## src/rtl/dtree_sample_loader_if.sv

```systemverilog
// ---------------------------------------------------------------------------
// dtree_sample_loader_if
// Bundles the two streams of the sample loader:
//   - byte input stream  : s_data/s_valid/s_last (to loader), s_ready (from loader)
//   - class result stream: m_class/m_err/m_valid (from loader), m_ready (to loader)
// Modports:
//   slave  - the loader side (consumes bytes, produces results)
//   master - the environment side (produces bytes, consumes results)
// ---------------------------------------------------------------------------
interface dtree_sample_loader_if #(
  parameter int FW = 8,
  parameter int CW = 3
);
  logic [FW-1:0] s_data;
  logic          s_valid;
  logic          s_last;
  logic          s_ready;
  logic [CW-1:0] m_class;
  logic          m_err;
  logic          m_valid;
  logic          m_ready;

  modport slave (
    input  s_data, s_valid, s_last, m_ready,
    output s_ready, m_class, m_err, m_valid
  );

  modport master (
    output s_data, s_valid, s_last, m_ready,
    input  s_ready, m_class, m_err, m_valid
  );
endinterface

```

## src/rtl/dtree_sample_loader.sv

```systemverilog
// ---------------------------------------------------------------------------
// dtree_sample_loader
// Assembles one sample from a byte stream into the parallel feature vector of
// the combinational decision-tree classifier, holds it for SETTLE cycles,
// captures the class and returns it on a valid/ready result stream.
// Ports:
//   clk, rst_n  - clock, synchronous active-low reset
//   io          - stream interface (slave modport): byte input, class output
//   feat_vec    - feature vector to the classifier, byte k at [FW*k +: FW]
//   cls_in      - classifier result (combinational in feat_vec)
//   busy        - high unless idle in LOAD with no byte of a sample received
//   sample_cnt  - results handed off (good and error), wraps at 16 bits
// ---------------------------------------------------------------------------
module dtree_sample_loader #(
  parameter int N_FEAT = 148,
  parameter int FW     = 8,
  parameter int CW     = 3,
  parameter int SETTLE = 2
) (
  input  logic                   clk,
  input  logic                   rst_n,
  dtree_sample_loader_if.slave   io,
  output logic [N_FEAT*FW-1:0]   feat_vec,
  input  logic [CW-1:0]          cls_in,
  output logic                   busy,
  output logic [15:0]            sample_cnt
);

  localparam int              IW          = $clog2(N_FEAT);
  localparam logic [IW-1:0]   LAST_IDX    = IW'(N_FEAT - 1);
  localparam logic [3:0]      SETTLE_LAST = 4'(SETTLE - 1);

  typedef enum logic [1:0] {
    ST_LOAD    = 2'd0,
    ST_DISCARD = 2'd1,
    ST_SETTLE  = 2'd2,
    ST_RESULT  = 2'd3
  } state_t;

  state_t                 state_q, state_d;
  logic [IW-1:0]          idx_q, idx_d;
  logic [3:0]             cnt_q, cnt_d;
  logic [N_FEAT*FW-1:0]   feat_q, feat_d;
  logic [CW-1:0]          class_q, class_d;
  logic                   err_q, err_d;
  logic                   valid_q, valid_d;
  logic [15:0]            sample_cnt_q, sample_cnt_d;
  logic                   busy_q, busy_d;
  logic                   s_ready_q, s_ready_d;
  logic                   s_acc;

  // s_ready is registered but forced low while reset is asserted.
  assign io.s_ready = rst_n & s_ready_q;
  assign s_acc      = io.s_valid & io.s_ready;

  assign io.m_class = class_q;
  assign io.m_err   = err_q;
  assign io.m_valid = valid_q;
  assign feat_vec   = feat_q;
  assign busy       = busy_q;
  assign sample_cnt = sample_cnt_q;

  // Next-state and datapath update for the load/settle/result sequence.
  always_comb begin
    state_d      = state_q;
    idx_d        = idx_q;
    cnt_d        = cnt_q;
    feat_d       = feat_q;
    class_d      = class_q;
    err_d        = err_q;
    valid_d      = valid_q;
    sample_cnt_d = sample_cnt_q;
    case (state_q)
      ST_LOAD: begin
        if (s_acc) begin
          feat_d[int'(idx_q)*FW +: FW] = io.s_data;
          if (io.s_last) begin
            idx_d = '0;
            if (idx_q == LAST_IDX) begin
              state_d = ST_SETTLE;
              cnt_d   = 4'd0;
            end else begin
              // Short frame: unwritten slots keep their previous contents.
              state_d = ST_RESULT;
              err_d   = 1'b1;
              class_d = '0;
              valid_d = 1'b1;
            end
          end else if (idx_q == LAST_IDX) begin
            // Long frame: idx parks at the last slot while the tail is dropped.
            state_d = ST_DISCARD;
          end else begin
            idx_d = idx_q + 1'b1;
          end
        end else begin
          state_d = ST_LOAD;
        end
      end
      ST_DISCARD: begin
        if (s_acc && io.s_last) begin
          state_d = ST_RESULT;
          idx_d   = '0;
          err_d   = 1'b1;
          class_d = '0;
          valid_d = 1'b1;
        end else begin
          state_d = ST_DISCARD;
        end
      end
      ST_SETTLE: begin
        if (cnt_q == SETTLE_LAST) begin
          state_d = ST_RESULT;
          class_d = cls_in;
          err_d   = 1'b0;
          valid_d = 1'b1;
        end else begin
          cnt_d = cnt_q + 4'd1;
        end
      end
      ST_RESULT: begin
        if (valid_q && io.m_ready) begin
          state_d      = ST_LOAD;
          valid_d      = 1'b0;
          sample_cnt_d = sample_cnt_q + 16'd1;
        end else begin
          state_d = ST_RESULT;
        end
      end
      default: begin
        state_d = ST_LOAD;
        idx_d   = '0;
        valid_d = 1'b0;
      end
    endcase
    // Status outputs are registered from the next state to avoid glitches.
    busy_d    = !((state_d == ST_LOAD) && (idx_d == '0));
    s_ready_d = (state_d == ST_LOAD) || (state_d == ST_DISCARD);
  end

  // State and datapath registers with synchronous active-low reset.
  always_ff @(posedge clk) begin
    if (!rst_n) begin
      state_q      <= ST_LOAD;
      idx_q        <= '0;
      cnt_q        <= 4'd0;
      feat_q       <= '0;
      class_q      <= '0;
      err_q        <= 1'b0;
      valid_q      <= 1'b0;
      sample_cnt_q <= 16'd0;
      busy_q       <= 1'b0;
      s_ready_q    <= 1'b1;
    end else begin
      state_q      <= state_d;
      idx_q        <= idx_d;
      cnt_q        <= cnt_d;
      feat_q       <= feat_d;
      class_q      <= class_d;
      err_q        <= err_d;
      valid_q      <= valid_d;
      sample_cnt_q <= sample_cnt_d;
      busy_q       <= busy_d;
      s_ready_q    <= s_ready_d;
    end
  end

endmodule

```

## src/flat_wrapper.sv

```systemverilog
// flat-port wrapper written by rule: the top's interface ports become plain ports
module dtree_sample_loader_flat 
#(
  parameter int N_FEAT = 148,
  parameter int FW     = 8,
  parameter int CW     = 3,
  parameter int SETTLE = 2
)
  (clk, rst_n, feat_vec, cls_in, busy, sample_cnt, io_s_data, io_s_valid, io_s_last, io_m_ready, io_s_ready, io_m_class, io_m_err, io_m_valid);
  dtree_sample_loader_if #(.FW(FW), .CW(CW)) io_i ();
  input  logic clk;
  input  logic rst_n;
  output logic [N_FEAT*FW-1:0] feat_vec;
  input  logic [CW-1:0] cls_in;
  output logic busy;
  output logic [15:0] sample_cnt;
  input wire logic [$bits(io_i.s_data)-1:0] io_s_data;
  input wire logic [$bits(io_i.s_valid)-1:0] io_s_valid;
  input wire logic [$bits(io_i.s_last)-1:0] io_s_last;
  input wire logic [$bits(io_i.m_ready)-1:0] io_m_ready;
  output wire logic [$bits(io_i.s_ready)-1:0] io_s_ready;
  output wire logic [$bits(io_i.m_class)-1:0] io_m_class;
  output wire logic [$bits(io_i.m_err)-1:0] io_m_err;
  output wire logic [$bits(io_i.m_valid)-1:0] io_m_valid;
  assign io_i.s_data = io_s_data;
  assign io_i.s_valid = io_s_valid;
  assign io_i.s_last = io_s_last;
  assign io_i.m_ready = io_m_ready;
  assign io_s_ready = io_i.s_ready;
  assign io_m_class = io_i.m_class;
  assign io_m_err = io_i.m_err;
  assign io_m_valid = io_i.m_valid;
  dtree_sample_loader #(.N_FEAT(N_FEAT), .FW(FW), .CW(CW), .SETTLE(SETTLE)) u_core (.clk(clk), .rst_n(rst_n), .io(io_i), .feat_vec(feat_vec), .cls_in(cls_in), .busy(busy), .sample_cnt(sample_cnt));
endmodule
```

## config.mk

```make
export PLATFORM = sky130hd
export DESIGN_NAME = dtree_sample_loader_flat
export DESIGN_NICKNAME = d
export VERILOG_FILES = /design/src/rtl/dtree_sample_loader_if.sv /design/src/rtl/dtree_sample_loader.sv /design/src/flat_wrapper.sv
export SDC_FILE = /design/constraint.sdc
export NUM_CORES = 2
export LEC_CHECK = 0
export CAP_MARGIN = 20
export CORE_AREA = 2 2 473 475
export CTS_CLUSTER_DIAMETER = 60
export DETAILED_ROUTE_END_ITERATION = 8
export DIE_AREA = 0 0 475 477
export SLEW_MARGIN = 20
export SYNTH_ARGS = -nofsm -noshare
export SYNTH_HDL_FRONTEND = slang
export SYNTH_SLANG_ARGS = --single-unit
export TNS_END_PERCENT = 10
```

## constraint.sdc

```tcl
create_clock -name clk -period 9.1 [get_ports clk]
set_input_delay 1.82 -clock clk [delete_from_list [all_inputs] [get_ports clk]]
set_output_delay 1.82 -clock clk [all_outputs]
set_load 0.1 [all_outputs]
```

==> results.md <==
- Status: complete, no violations
- FFs w/ async S/R, synth: 0
- Peak VDD IR: around 0.19 mV
- Post-DRT Antenna Nets: 0
- Data arrival, critical path: between 3 and 4 ns
- Fill count: approximately 23000
- Total track usage: 0.246
- Finished Layout Cells: about 9800
- Rel. slew slack: 0.184
- Worst-path clk slew: 0.06 ns
- Wirelength per Cell: roughly 30 um
- Worst Setup Slack post-DPL: approximately 3.4 ns
- Register area share after synthesis: 0.508
- Max Fanout on Critical Path: between 50 and 60
- Mapped cell area: between 40000 and 50000 um2
- Post-CTS resize count: 0
- Drt pass-1 iters: 6
- Xor/xnor cell area share of the yosys netlist: 0.00327
- Drc violations: 0
- Number of port buffers: ~1200
- Final hold slack: roughly 0.46 ns
- Compound-gate portion of the synthesized area: 0.105
- Largest net degree at the start of global routing: between 200 and 250
- RSZ-0062 raised after global routing: false
- Critical path's largest stage delay: 0.57 ns
- Number of flops mapped to enable cells by yosys: 0
- Worst path slowest cell: buf_4
- I/O pin total: 1223
- Top cell by count, worst path: buf_4
- Placer Congestion: approximately 0.89
- Core Area: approximately 220000 um2
- Cell Count Post-Placement: 9559
- Synth Net Count: 5728
- P_leak: ~23 nW
- Buf/Inv on CP: 3
- Largest family of logic cells by synthesized area: simple AND/OR/NAND/NOR gates
- Max-cap check violation count: 0
- Die area: approximately 230000 um2
- Die Y-Extent: approximately 480 um
- Register bit total from synthesis: 1221
- Min Tclk post-route: around 5.1 ns
- Initial Utilization: 0.218
- Power Dens Cells: 174 nW/um2
- Fraction of layout cells with a size suffix above 1: 0.0900
- CP endpoint kind: output pin
- CTS H-tree lvls: 4
- Clock Skew: 0.0543 ns
- Number of hold buffers added after cts: 0
- Crit Path Class: in -> out
- Pwr Total: around 12 mW
- Synth-to-layout area growth: 42.1%
- Fin worst setup slack: 3.99 ns
- WP data required: about 7.3 ns
- GRT overflow: 0
- Slew Viols, Final: 0
- Vias: roughly 47000
- Critical Path Start Type: input port
- Delay-heaviest family, CP: buffers and inverters
- Via density: between 4 and 5
- TritonCTS clock tree: yes
- Tcrit/Tclk final: 0.562
- Critical-path cell list: buf_8, buf_4, and2_1, buf_4
- Vias in the first global route: roughly 44000
- Ys flop type: dfxtp_1
- FP Rows: about 170
- Die Wd: between 400 and 500 um
- Sum Neg Setup Slack: 0 ns
- Simple-Gate Fraction of Synth Area: 0.265
- Detailed Route Iter0 Violations: ~4500
- FMAX: approximately 200 MHz
- Slew @ Worst Pin: 1.22 ns
- Count of cell types in the netlist: 75
- Worst-case clock buffer depth: 3
- Final #Nets: around 6800
- Most common cell after layout, fill and taps aside: dfxtp_1
- Final setup viols: 0
- Routed wire length: 291000 um
- Mux cell area share after synthesis: 0.0759
- Hold WC Path Type: reg -> reg
- Synth Instances: around 5700
- Sink Count: between 1000 and 1500
- Insertion delay of the later-clocked pin in the worst-skew pair: a little over 0.8 ns
- Yosys warns: 0
- Clock root buffer master: clkbuf_16
- TritonCTS buffer count: 151
- Syn Area/Cell: roughly 8.4 um2
- Post-CTS Setup Bufs: 0
- Global-route wire length before repair: between 300000 and 400000 um
- Commonest cells after routing, fill and taps aside: dfxtp_1 (1221), clkdlybuf4s50_1 (1138), nand2_1 (1100)
- Fin. Hold Viols: 0
- Detailed placement HPWL: about 220000 um
- Initial antenna violation count: 28
- Synth Area in Adders: 0.00156
## metrics by stage
step / area [um2] / util
2_1_floorplan: 48200 / -
3_3_place_gp: 63300 / 0.286
3_5_place_dp: 63300 / 0.286
4_1_cts: 68400 / 0.309
5_1_grt: 68400 / 0.309
6_report: 68400 / 0.309
## state kept, by name (all words and copies together), names as in the netlist
name	count
u_core.feat_vec	1184
u_core.s_ready_q	1
u_core.io.m_err	1
u_core.io.m_class	3
u_core.busy	1
u_core.sample_cnt	16
u_core.cnt_q	4
u_core.idx_q	8
u_core.state_q	2
u_core.io.m_valid	1
## tightest hold or removal path, stage by stage, from the launching register on
cell and delay [ns]:
dfxtp_1 0.31, nand2_1 0.05, o21ai_0 0.06
## cells in the mapped netlist (7+ instances only)
library cell	instances	share of area
o21ai_1	34	0.0035
nand2_1	1107	0.086
or2_2	7	0.00091
buf_2	94	0.0098
and2_1	11	0.0014
nor4_2	18	0.0047
or3_1	11	0.0014
buf_1	28	0.0022
xnor2_1	11	0.0020
buf_4	13	0.0020
nand4_1	58	0.0075
or4_1	18	0.0028
mux2i_1	364	0.076
o21ai_0	689	0.072
nor3_4	25	0.0084
nand2b_1	38	0.0049
nor3_2	21	0.0044
inv_1	12	0.00094
nand3_1	743	0.077
o211ai_1	8	0.0012
o31ai_1	24	0.0037
a21oi_1	174	0.018
nor3_1	39	0.0041
xor2_1	7	0.0013
and3_1	35	0.0045
clkbuf_1	321	0.025
dfxtp_1	1221	0.51
nor4_4	29	0.013
nor2_1	450	0.035
## worst paths after layout
path                   startpoint                    to  slack [ns]  depth (start not counted)
max                         rst_n            io_s_ready        3.99                          4
min          u_core.feat_vec[321]  u_core.feat_vec[321]        0.46                          2
max reg2reg       u_core.idx_q[2]  u_core.feat_vec[923]        4.22                          9
min reg2reg  u_core.feat_vec[321]  u_core.feat_vec[321]        0.46                          2
## cells by family after synthesis
kind of cell,Yosys count
xor gates and xnor gates,18
DFF,1221
muxes,365
adders and majority gates,6
AOI/OAI and AO/OA,967
and+or+nand+nor,2655
buffers and inverters,474
## power breakdown
part | leakage, nW | internal, mW | switching (mW)
clock network | 2.48 | 3.58 | 2.62
registers | 9.83 | 5.35 | 0.00554
logic | 10.9 | 0.0495 | 0.323
total | 23.2 | 8.98 | 2.95
## cell type report
cell class | count | area, um2 | area share
Sequential cell | 1221 | 24400 | 0.357
Multi-Input combinational cell | 4011 | 22100 | 0.323
Timing Repair Buffer | 1339 | 12900 | 0.189
Clock buffer | 209 | 4330 | 0.0633
Tap cell | 2975 | 3720 | 0.0544
Clock inverter | 54 | 769 | 0.0112
Inverter | 13 | 56.3 | 0.000823
Antenna cell | 16 | 40.0 | 0.000585
## layer usage
metal	wire length, um	up-vias	global-route usage
met4	14700	8	0.115
li1	-	21631	-
met2	129000	2430	0.386
met1	121000	22896	0.310
met3	26100	448	0.0704
met5	51	-	0
Note: power is estimated with default switching activity, not from simulation.
